==> src/rtl/div_pkg.sv <==
// Shared types for the sequential restoring divider.
// Latency: n/a (types and constants only).
// Backpressure: n/a.
package div_pkg;

    localparam int DEFAULT_WIDTH = 4;

    typedef enum logic [1:0] {
        IDLE = 2'd0,
        RUN  = 2'd1,
        DONE = 2'd2
    } state_t;

    // Counter must be able to hold WIDTH itself, not just WIDTH-1.
    function automatic int cnt_width(input int width);
        return $clog2(width + 1);
    endfunction

endpackage

==> src/rtl/div_restore_step.sv <==
// One restoring shift-subtract step: shift in the next dividend bit, subtract divisor if it fits.
// Latency: combinational.
// Backpressure: none.
module div_restore_step
    import div_pkg::*;
#(
    parameter int WIDTH = DEFAULT_WIDTH
) (
    input  logic [WIDTH-1:0] rem,
    input  logic             q_msb,
    input  logic [WIDTH-1:0] den,
    output logic [WIDTH-1:0] rem_next,
    output logic             q_bit
);

    logic [WIDTH:0] rem_shift;

    // The retained remainder is always below the divisor, so the result fits WIDTH bits
    // and the modular WIDTH-bit subtraction is exact.
    always_comb begin
        rem_shift = {rem, q_msb};
        q_bit     = (rem_shift >= {1'b0, den});
        rem_next  = q_bit ? (rem_shift[WIDTH-1:0] - den) : rem_shift[WIDTH-1:0];
    end

endmodule

==> src/rtl/divider_seq_ctrl.sv <==
// Unsigned WIDTH-bit divider, one quotient bit per clock, start/busy/done handshake.
// Latency: done WIDTH+2 cycles after accepted start (2 for divide-by-zero).
// Backpressure: start only accepted while idle; requests while busy are dropped.
module divider_seq_ctrl
    import div_pkg::*;
#(
    parameter int WIDTH = DEFAULT_WIDTH
) (
    input  logic             clk,
    input  logic             rst,
    input  logic             start,
    input  logic [WIDTH-1:0] dividend,
    input  logic [WIDTH-1:0] divisor,
    output logic             busy,
    output logic             done,
    output logic [WIDTH-1:0] quotient,
    output logic [WIDTH-1:0] remainder,
    output logic             error
);

    localparam int CW = cnt_width(WIDTH);

    state_t           state_q;
    state_t           state_d;
    logic [WIDTH-1:0] quo_q;
    logic [WIDTH-1:0] den_q;
    logic [WIDTH-1:0] rem_q;
    logic [CW-1:0]    cnt_q;
    logic [WIDTH-1:0] rem_step;
    logic             q_bit;
    logic             accept;
    logic             last_step;

    div_restore_step #(.WIDTH(WIDTH)) u_step (
        .rem      (rem_q),
        .q_msb    (quo_q[WIDTH-1]),
        .den      (den_q),
        .rem_next (rem_step),
        .q_bit    (q_bit)
    );

    assign last_step = (cnt_q == CW'(WIDTH - 1));
    assign busy      = (state_q != IDLE);

    always_comb begin
        state_d = state_q;
        accept  = 1'b0;
        case (state_q)
            IDLE: begin
                if (start) begin
                    accept  = 1'b1;
                    state_d = (divisor == '0) ? DONE : RUN;
                end
            end
            RUN: begin
                if (last_step) begin
                    state_d = DONE;
                end
            end
            DONE:    state_d = IDLE;
            default: state_d = IDLE;
        endcase
    end

    always_ff @(posedge clk) begin
        if (rst) begin
            state_q   <= IDLE;
            quo_q     <= '0;
            den_q     <= '0;
            rem_q     <= '0;
            cnt_q     <= '0;
            done      <= 1'b0;
            quotient  <= '0;
            remainder <= '0;
            error     <= 1'b0;
        end else begin
            state_q <= state_d;
            // done trails the DONE state by one cycle, so it coincides with the return to idle.
            done    <= (state_q == DONE);
            case (state_q)
                IDLE: begin
                    if (accept) begin
                        quo_q <= dividend;
                        den_q <= divisor;
                        rem_q <= '0;
                        cnt_q <= '0;
                        if (divisor == '0) begin
                            quotient  <= '1;
                            remainder <= dividend;
                            error     <= 1'b1;
                        end
                    end
                end
                RUN: begin
                    rem_q <= rem_step;
                    quo_q <= {quo_q[WIDTH-2:0], q_bit};
                    cnt_q <= cnt_q + CW'(1);
                    if (last_step) begin
                        quotient  <= {quo_q[WIDTH-2:0], q_bit};
                        remainder <= rem_step;
                        error     <= 1'b0;
                    end
                end
                default: ;
            endcase
        end
    end

endmodule

==> config.mk <==
export PLATFORM = sky130hd
export DESIGN_NAME = divider_seq_ctrl
export DESIGN_NICKNAME = d
export VERILOG_FILES = /design/src/rtl/div_pkg.sv /design/src/rtl/div_restore_step.sv /design/src/rtl/divider_seq_ctrl.sv
export SDC_FILE = /design/constraint.sdc
export NUM_CORES = 1
export LEC_CHECK = 0
export BUFFER_PORTS_ARGS = -buffer_cell sky130_fd_sc_hd__buf_2
export CAP_MARGIN = 30
export CORE_ASPECT_RATIO = 0.7
export CORE_MARGIN = 1.5
export CORE_UTILIZATION = 30
export DETAILED_ROUTE_END_ITERATION = 6
export PLACE_DENSITY = 0.57
export SKIP_CTS_REPAIR_TIMING = 1
export SYNTH_ARGS = -nofsm -noshare
export SYNTH_HDL_FRONTEND = slang
export SYNTH_SLANG_ARGS = --single-unit
==> constraint.sdc <==
create_clock -name clk -period 1.7 [get_ports clk]
set_input_delay 0.17 -clock clk [delete_from_list [all_inputs] [get_ports clk]]
set_output_delay 0.17 -clock clk [all_outputs]
set_load 0.02 [all_outputs]
After elaboration in Yosys (flattened, before gate mapping)

Index checks and enable logic that the tools add are counted.

Word-level logic and storage cells: 52
Bits of input ports: 11
Bits in registers: 27

Equality and inequality tests: 7
Add/sub/neg operators: 2
$lt $le $gt $ge: 1
Mux-type cells: 25
Reductions and logical operators: 8

Operator list:

| kind                  | number |
|---|---|
| $mux W4               | 9 |
| $pmux W4 S2           | 4 |
| $ne A2 B2 Y1 const B  | 4 |
| $mux W2               | 3 |
| $pmux W3 S2           | 1 |
| $reduce_and A2 Y1     | 3 |
| $ge A5 B4 Y1          | 1 |
| $mux W1               | 5 |
| $logic_not A4 Y1      | 1 |
| $pmux W2 S2           | 1 |
| $reduce_and A4 Y1     | 1 |
| $reduce_bool A2 Y1    | 2 |
| $sub A4 B4 Y4         | 1 |
| $add A3 B1 Y3 const B | 1 |
| $eq A3 B2 Y1 const B  | 1 |
| $mux W3               | 1 |
| $eq A2 B1 Y1 const B  | 1 |
| $eq A2 B2 Y1 const B  | 1 |
| $logic_not A2 Y1      | 1 |
| $pmux W1 S2           | 1 |

Longest topological paths before layout

Gate-level depths: netlist of run 1.

Depth in word-level cells: 4
Gate-level depth with buffers: 8
Gate-level depth less buffers: 8

Modules after synthesis

Synthesis of run 1 repeated with hierarchy kept, for this count alone.

Cell total of the unflattened synthesis: 145
Area, all modules: 1391.3 um^2

Modules (own cells, without submodules):

| module           | cells each | area an instance (um^2) | instances |
|---|---|---|---|
| divider_seq_ctrl | 117        | 1167.4                  | 1 |
| div_restore_step | 28         | 224.0                   | 1 |

Worst setup path after synthesis of run 1

Ideal clock, no wire load.

Path type: register -> register
Start point: register den_q[2]
End point: register remainder[1]
Library setup time: 0.091 ns
Required time: 1.609 ns
Arrival time: 1.598 ns
Slack: 0.011 ns
Cell stages (with the launch flop): 7
Path through: dfxtp_1 inv_1 ha_1 nor4_1 a22o_1 mux2_2 a311oi_1

Cells in the longest elaborated chain, start to end: 4

Ends and longest elaborated chain:

| item                     | RTL line                | text |
|---|---|---|
| start: declaration       | divider_seq_ctrl.sv:26  | `logic [WIDTH-1:0] den_q;` |
| start signal: assignment | divider_seq_ctrl.sv:84  | `den_q <= divisor;` |
| $ge A5 B4 Y1             | div_restore_step.sv:22  | `q_bit = (rem_shift >= {1'b0, den});` |
| $mux W4                  | div_restore_step.sv:23  | `rem_next = q_bit ? (rem_shift[WIDTH-1:0] - den) : rem_shift[WIDTH-1:0];` |
| $mux W4                  | divider_seq_ctrl.sv:98  | `if (last_step) begin` |
| $pmux W4 S2              | divider_seq_ctrl.sv:80  | `case (state_q)` |
| end signal: assignment   | divider_seq_ctrl.sv:89  | `remainder <= dividend;` |
| end signal: assignment   | divider_seq_ctrl.sv:100 | `remainder <= rem_step;` |
| end: declaration         | divider_seq_ctrl.sv:17  | `output logic [WIDTH-1:0] remainder,` |

No other way between the ends. The select of a mux whose other input is x is not followed.
A chain may end at the register's enable or synchronous reset.

Worst setup path after layout of run 1

Start point: register quo_q[3]
End point: register remainder[2]

Cells in the longest elaborated chain, start to end: 4
Elaborated cells between the ends (all ways): 5
Classes of those cells: add/sub (1); order compare (1); mux (3)

Ends and longest elaborated chain:

| item                                          | RTL line                                       | text |
|---|---|---|
| start: declaration                            | divider_seq_ctrl.sv:25                         | `logic [WIDTH-1:0] quo_q;` |
| start signal: assignment                      | divider_seq_ctrl.sv:83                         | `quo_q <= dividend;` |
| start signal: assignment                      | divider_seq_ctrl.sv:96                         | `quo_q <= {quo_q[WIDTH-2:0], q_bit};` |
| $sub A4 B4 Y4 or $ge A5 B4 Y1 (tied branches) | div_restore_step.sv:23, div_restore_step.sv:22 |  |
| $mux W4 (*)                                   | div_restore_step.sv:23                         |  |
| $mux W4 (*)                                   | divider_seq_ctrl.sv:98                         |  |
| $pmux W4 S2 (*)                               | divider_seq_ctrl.sv:80                         |  |

Every way passes the cells marked *; elsewhere a longest branch is shown, timed or not. The select of a mux whose other input is x is not followed.

==> results.md, run 1 <==
- The run finished with clean final reports.
- The clock-pin transition on the worst setup and hold timing paths is 0.09 ns.
- The worst setup slack for register-to-register paths is approximately 0.0059 ns.
- Hold is met by between 0.15 and 0.2 ns.
- The routed wire length per instance is 13.2 um.
- The cell count after placement is 247.
- The tightest slew margin relative to the limit is 0.648.
- The path class of the tightest hold or removal check is input pin to flip-flop.
- The total count of max-transition violations in the final report is 0.
- The commonest cells after synthesis are 36 x sky130_fd_sc_hd__nor2_1, 27 x sky130_fd_sc_hd__dfxtp_1, 11 x sky130_fd_sc_hd__a21oi_1, 11 x sky130_fd_sc_hd__nand2_1, 8 x sky130_fd_sc_hd__inv_1.
- The wire length of the first global-routing pass is 5380 um.
- The fraction of the cycle the final worst path needs is 0.997.
- After detailed routing, the total wire length is 3330 um.
- The source-to-sink clock delay at the later pin of the worst-skew pair is 0.27 ns.
- The root buffer cell is sky130_fd_sc_hd__clkbuf_8.
- The proportion of register bits with asynchronous set or reset after synthesis is 0.
- The area inside the core boundary is 0.00430 sq mm.
- The number of global-route vias before repair is 1,133.
- The length in cells of the worst reg-to-reg path is 8.
- Across the run, the number of max-cap violations was 0.
- The level count of the clock H-tree is 1.
- The synthesized area divided by synthesized cell count is between 8 and 9 sq um.
- The congestion estimate from routability-driven global placement came to 0.811.
- STA puts the critical path data arrival time at 1.88 ns.
- The final global-route overflow total is 0.
- The critical path goes through inv_2 > ha_4 > inv_2 > fa_2 > xor2_1 > nand2_1 > mux2_2 > a311oi_2.
- The synthesis-to-finish area growth is 33.3%.
- The total inserted antenna cells is 0.
- Synthesis handed over a netlist of 162 instances.
- The largest single stage delay on the critical path is 0.33 ns.
- After routing, the total negative slack on setup checks comes to 0 ns.
- During I/O placement, the number of pins put on the boundary was 22.
- Among cell families on the critical path, the largest total delay comes from adder cells.
- The kind of launch point of the worst setup path is a flip-flop.
- The hold-critical path endpoint is den_q[3].
- The startpoint identified for the worst register-to-register timing path is quo_q[3].
- The count of buffers inserted at the top-level ports is 21.
- TritonCTS built the clock tree.
- In this run, CTS created clock tree buffers numbering 3.
- The maximum clock frequency is slightly below 600 MHz.
- The die is 58.9 um tall.
- The number of DRC markers after the initial detailed-route iteration is 48.
- Before CTS, the worst setup slack after placement is -0.188 ns.
- Among all stages on the critical path, the largest delay is contributed by sky130_fd_sc_hd__dfxtp_2.
- In this run the cell area of the synthesized design comes to 0.00134 sq mm.
- The number of warnings reported in the yosys synthesis log is 0.
- The worst hold path passes through 3 cells.
- The distinct cell type count after synthesis is 38.
- The cell area power density is 797 mW/mm^2.
- The number of cells in the finished layout apart from fillers is 253.
- The net count of the finished layout is 217.
- The floorplan row count is 20.
- The startpoint identified for the worst hold timing path is divisor[3].
- By startpoint and endpoint, the worst setup path is classified as flip-flop to flip-flop.
- The transition time at the pin with the least slew margin is 0.528 ns.
- The total of flip-flops plus latches after synthesis is 27.
- The largest net degree at the start of global routing is 28.
- The count of endpoints failing hold in the final timing report is 0.
- The setup slack after layout is 0.00587 ns.
- The beginning of the critical path is quo_q[3].
- The share of the Yosys chip area taken by registers is 0.404.
- The first detailed-routing pass took 4 iterations.
- The via count of the routed design is between 1,000 and 1,500.
- The HPWL after detailed placement is roughly 2400 um.
- Counting every sink on the clock net gives 27.
- The number of vias per cell is 4.74.
- The die is 82.8 um wide.
- The worst clock skew is 0.00569 ns.
- Counting I/O delays and the setup requirement, the final critical path takes 1.69 ns.
- The share of synthesized area in the top cell type comes to 0.404.
- The critical path contains buffers and inverters numbering 2 combined.
- The die covers 0.00488 sq mm.
- The final total power is 0.00142 W.
- The share of layout cells above drive strength 1 is 0.379.
- The kind of capture point of the worst setup path is a flip-flop.
- The most common cell in the synthesized netlist is sky130_fd_sc_hd__nor2_1.
- The worst flop-to-flop path endpoint is remainder[2].
- In this run the deepest clock path goes through 2 buffers.
- In this run the worst path has a maximum fanout of 2.
- Yosys attributes the largest share of cell area to sky130_fd_sc_hd__dfxtp_1 40%, sky130_fd_sc_hd__nor2_1 10%, sky130_fd_sc_hd__ha_1 5.6%.
- At the worst endpoint, the required time is 1.89 ns.
- The initial cell density of the core is 0.311.
- The post-detailed-route count of antenna-violating nets is 0.
- The highest ir drop seen on vdd is ~0.00047 V.
- By instance count, the cell type seen most on the critical path is sky130_fd_sc_hd__inv_2.
- The synthesized net count is 180.
- The initial antenna violation count is 0.
- Setup violations remaining at the end of the flow were counted as 0.
- Setup repair after global routing could not meet its margin everywhere.
- The number of remaining DRC errors is 0.
- The cell type with the highest aggregate area in the netlist is sky130_fd_sc_hd__dfxtp_1.
- In the synthesized netlist the dominant register cell turns out to be sky130_fd_sc_hd__dfxtp_1.
- In the global route stage, overall resource usage came out at 0.139.
- The leakage power total is ~0.7 nW.
- Counting flops with a built-in enable in the synthesized netlist gives 0.
final cells by class:
cell class                 instances  area [sq um]
timing repair buffer              41           263
multi-input combinational        117           828
sequential                        27           546
clock buffer                       4          45.0
tap                               55          68.8
inverter                           9          33.8
fill                             463          2520
worst reg2reg max path, cell delays in order, from the launching register on:
cell and delay, ns:
sky130_fd_sc_hd__dfxtp_2 0.33, sky130_fd_sc_hd__inv_2 0.08, sky130_fd_sc_hd__ha_4 0.14, sky130_fd_sc_hd__inv_2 0.05, sky130_fd_sc_hd__fa_2 0.33, sky130_fd_sc_hd__xor2_1 0.15, sky130_fd_sc_hd__nand2_1 0.06, sky130_fd_sc_hd__mux2_2 0.29
sky130_fd_sc_hd__a311oi_2 0.19
metrics by stage:
step,instance area [sq um],util
4_1_cts,1650,0.383
6_report,1780,0.415
3_3_place_gp,1600,0.372
5_1_grt,1780,0.415
2_1_floorplan,1340,-
3_5_place_dp,1600,0.372
flip-flops by register name (all words and copies together), names as in the netlist:
| register | flops |
|---|---|
| den_q | 4 |
| quo_q | 4 |
| quotient | 4 |
| rem_q | 4 |
| remainder | 4 |
| cnt_q | 3 |
| state_q | 2 |
| done | 1 |
| error | 1 |
layout by cell type (no fill, tap or decap), types with 2 or more instances in the layout:
cell type and count:
sky130_fd_sc_hd__inv_1 5, sky130_fd_sc_hd__ha_1 3, sky130_fd_sc_hd__nand2b_1 4, sky130_fd_sc_hd__a31oi_1 2, sky130_fd_sc_hd__a311oi_1 3, sky130_fd_sc_hd__nor2b_1 4
sky130_fd_sc_hd__o21a_1 2, sky130_fd_sc_hd__buf_2 21, sky130_fd_sc_hd__nor2_1 36, sky130_fd_sc_hd__ha_4 3, sky130_fd_sc_hd__clkbuf_8 3, sky130_fd_sc_hd__or2_2 3
sky130_fd_sc_hd__nand2_1 11, sky130_fd_sc_hd__dfxtp_2 4, sky130_fd_sc_hd__dfxtp_1 23, sky130_fd_sc_hd__mux2_2 2, sky130_fd_sc_hd__nand3_1 3, sky130_fd_sc_hd__buf_4 18
sky130_fd_sc_hd__a311oi_2 3, sky130_fd_sc_hd__a211oi_1 3, sky130_fd_sc_hd__inv_2 4, sky130_fd_sc_hd__nor4_4 2, sky130_fd_sc_hd__a21oi_1 10, sky130_fd_sc_hd__buf_6 2
sky130_fd_sc_hd__nor3_1 5, sky130_fd_sc_hd__a21oi_2 2
metal layers:
metal,global-route usage,vias up,part of all wire
li1,-,629,-
met2,0.201,21,0.41
met5,0,-,0
met4,0.0143,0,0.0063
met3,0.0477,4,0.054
met1,0.205,545,0.53
power by group:
| group | switching (W) | total (W) | leakage, nW | internal, W |
|---|---|---|---|---|
| logic | 0.000188 | 0.000357 | 0.476 | 0.000169 |
| registers | 0.0000287 | 0.000696 | 0.222 | 0.000667 |
| clock network | 0.000202 | 0.000370 | 0.0228 | 0.000168 |
kinds of logic after synthesis:
logic type / Yosys count / synth area share
AO/OA/AOI/OAI: 33 / 0.170
XOR/XNOR: 1 / 0.00654
adder cells (fa/ha/maj): 7 / 0.0710
buffers and inverters: 18 / 0.0589
flip-flops: 27 / 0.404
multiplexers: 3 / 0.0243
AND/OR/NAND/NOR: 73 / 0.265
how the worst max path moves through the flow:
stage / endpoint / cells after the start / slack (ns)
6_report: remainder[2] / 8 / 0.006
5_1_grt: remainder[2] / 8 / -0.12
4_1_cts: remainder[2] / 6 / -0.20
3_5_place_dp: remainder[1] / 6 / -0.19
3_3_place_gp: remainder[1] / 6 / -0.13
2_1_floorplan: remainder[1] / 6 / 0.01
No activity file was read; power rests on OpenSTA's default activity.
==> run 2: changes to the inputs <==
--- a/config.mk
+++ b/config.mk
@@ -8,7 +8,7 @@
 export BUFFER_PORTS_ARGS = -buffer_cell sky130_fd_sc_hd__buf_2
 export CAP_MARGIN = 30
 export CORE_ASPECT_RATIO = 0.7
-export CORE_MARGIN = 1.5
+export CORE_MARGIN = 2
 export CORE_UTILIZATION = 30
 export DETAILED_ROUTE_END_ITERATION = 6
 export PLACE_DENSITY = 0.57
==> constraint.sdc (replaced) <==
create_clock -name clk -period 1.7 [get_ports clk]
set_input_delay 0.17 -clock clk [delete_from_list [all_inputs] [get_ports clk]]
set_output_delay 0.17 -clock clk [all_outputs]
set_load 0.1 [all_outputs]
==> results.md, run 2 (synthesis results as in run 1) <==
- The run finished, with violations left.
- The final reports fail on setup timing.
- The routed wire length per instance is 13.4 um (+1.6%).
- The signal on the critical path passes through inv_2 > ha_4 > buf_6 > inv_4 > o31a_1 > nor4_1 > a41oi_1 > a311oi_1.
- The total count of max-transition violations in the final report came to 0 (unchanged).
- The worst setup slack for register-to-register paths was -0.07 ns (-0.07 ns).
- The met2 layer wire length in the routed design is 1450 um (+5.9%).
- The transition time at the pin with the least slew margin is 0.551 ns (+0.0231 ns).
- The reported max-cap violation count is 0 (unchanged).
- The total placed instance area came to 0.00165 sq mm (+2.7%).
- The cell area power density is 828 mW/mm^2 (+3.8%).
- The source-to-sink clock delay at the later pin of the worst-skew pair is 0.28 ns (about the same).
- The launch point of the worst reg-to-reg path is den_q[2].
- The number of global-route vias before repair is 1,127 (-0.53%).
- The final weighted congestion in routability-driven placement was 0.811 (+0.11%).
- The fraction of the cycle the final worst path needs is 1.04 (+0.0441).
- The highest ir drop seen on vdd is 0.000403 V (-14%).
- The worst flop-to-flop path endpoint is rem_q[3].
- The leakage power total was 0.750 nW (+4.1%).
- The post-detailed-route count of antenna-violating nets is 0 (unchanged).
- The final routed wirelength across all metal layers was 3440 um (+3.2%).
- The largest fanout on the critical path came to 3 (+1).
- The cell count after placement is 249 (+0.81%).
- The tightest slew margin relative to the limit is 0.633 (-0.0154).
- The initial cell density of the core is 0.311 (unchanged).
- The share of layout cells above drive strength 1 is 0.381 (+0.00240).
- The number of nets in the layout is 221 (+1.8%).
- The number of failing setup endpoints in the final timing report is 4 (+4).
- The synthesis-to-finish area growth is 35.4%.
- The slowest stage of the critical path is the sky130_fd_sc_hd__dfxtp_2 cell.
- The worst hold path begins at divisor[2].
- The time the final worst path needs with I/O delays and setup is 1.77 ns (+0.0750 ns).
- The number of vias per cell is 4.79 (+1.1%).
- The area inside the core boundary is 0.00430 sq mm (unchanged).
- The initial antenna violation count is 0 (unchanged).
- The die outline area is 0.00502 sq mm (+2.9%).
- The number of DRC markers after the initial detailed-route iteration was 35 (-27%).
- The number of remaining DRC errors is 0 (unchanged).
- The wire length of the first global-routing pass is 5460 um (+1.4%).
- The path class of the lowest-slack min-delay path is input pin to flip-flop.
- The critical path's largest stage delay is 0.33 ns (about the same).
- The number of fill cells in the layout was 448 (-3.2%).
- The top cell types in the final layout, fill and taps aside, are 36 x sky130_fd_sc_hd__nor2_1, 22 x sky130_fd_sc_hd__dfxtp_1, 22 x sky130_fd_sc_hd__buf_4, 20 x sky130_fd_sc_hd__buf_2, 11 x sky130_fd_sc_hd__nand2_1.
- The final-layout worst hold slack is 0.172 ns (-0.00323 ns).
- The final global-route overflow total is 0 (unchanged).
- The final total power was 0.00150 W (+5.5%).
- The number of sinks handled by clock tree synthesis is 27 (unchanged).
- The maximum clock frequency came to 565 MHz (-4.2%).
- The worst hold path depth was 3 (unchanged).
- The setup slack after layout was -0.0691 ns (-0.0750 ns).
- The maximum clock path buffer count was 2 (unchanged).
- The area taken by flip-flops and latches is 547 sq um (+0.23%).
- The count of endpoints failing hold in the final timing report is 0 (unchanged).
- The number of cells in the finished layout apart from fillers came to 257 (+1.6%).
- The level count of the clock H-tree is 1 (unchanged).
- The I/O pin total was 22 (unchanged).
- The routed length on met3 is 159 um (-12%).
- The uppermost metal layer occupied by signal nets is met4.
- The half-perimeter wire length after placement is 2470 um (+0.86%).
- The hold-critical path endpoint is den_q[2].
- The total routed wire length on the met1 layer is 1820 um (+3.2%).
- The required time at the endpoint of the critical path is 1.89 ns (about the same).
- Setup repair after global routing could not meet its margin everywhere.
- The kind of capture point of the worst setup path is a flip-flop.
- The worst setup slack after placement is -0.153 ns (+0.0346 ns).
- The total CTS buffers is 3 (unchanged).
- The clock-pin transition on the worst setup and hold timing paths is 0.10 ns (about the same).
- The overall track demand over capacity in global routing came to 0.139 (+0.000649).
- The largest net degree at the start of global routing is 28 (unchanged).
- The final non-filler cell area is 0.00181 sq mm (+1.6%).
- The root buffer cell chosen for the clock tree is sky130_fd_sc_hd__clkbuf_8.
- The endpoint arrival time on the critical path is 1.96 ns (+0.08 ns).
- The number of detailed-route iterations in the first pass is 4 (unchanged).
- Leaving out fill and tap cells, the most frequent cell in the layout is sky130_fd_sc_hd__nor2_1.
- The CTS tree is yes.
- The area used by multi-input combinational logic is 800 sq um (-3.5%).
- The worst clock skew is 0.00527 ns (-0.000422 ns).
- The die boundary width is 83.8 um (+1.2%).
- The die height is 59.9 um (+1.7%).
- The via count of the routed design is 1,231 (+2.7%).
- The kind of launch point of the worst setup path is a flip-flop.
- The beginning of the critical path is den_q[2].
- The critical path in this run is classified as flip-flop to flip-flop.
- The count of buffers inserted at the top-level ports is 21 (unchanged).
- The floorplan row count is 20 (unchanged).
- The length in cells of the worst reg-to-reg path is 8 (unchanged).
- The total inserted antenna cells came to 0 (unchanged).
run 2: cell types whose count changed in the layout (fill, tap and decap cells not counted), sizes merged:
cell  delta
buf      +4
run 2: layout make-up:
type                    instances  share of cell area
repair buffers                 45               0.175
well taps                      55              0.0380
flip-flops and latches         27               0.302
multi-input cells             117               0.441
inverters                       9              0.0200
clock buffers                   4              0.0248
run 2: per-layer routing:
metal	up-vias	GRT usage
met1	566	0.202
li1	638	-
met3	2	0.0401
met5	-	0
met2	25	0.210
met4	0	0.0207
run 2: critical path: cells and delay by family, from the launching register on:
family	cells	cell delay (ns)
adders and majority gates	1	0.26
DFF	1	0.33
buffers and inverters	3	0.17
AOI/OAI and AO/OA	3	0.68
and+or+nand+nor	1	0.23
run 2: worst max-delay path by stage:
stage / endpoint / slack [ns] / cells past startpoint
2_1_floorplan: remainder[1] / 0.01 / 6
3_3_place_gp: remainder[2] / -0.09 / 8
3_5_place_dp: remainder[1] / -0.15 / 7
4_1_cts: remainder[1] / -0.18 / 7
5_1_grt: rem_q[3] / -0.14 / 8
6_report: rem_q[3] / -0.07 / 8
run 2: power by group:
part | switching [W] | internal, W
Combinational | 0.000235 | 0.000193
Sequential | 0.0000270 | 0.000667
Clock | 0.000210 | 0.000168
Total | 0.000472 | 0.00103
run 2: metrics by stage:
| step | TNS [ns] | utilization |
|---|---|---|
| floorplan | 0 | - |
| global placement | -0.259 | 0.382 |
| detailed placement | -0.436 | 0.382 |
| CTS | -0.669 | 0.393 |
| global route | -0.601 | 0.421 |
| finish | -0.108 | 0.421 |
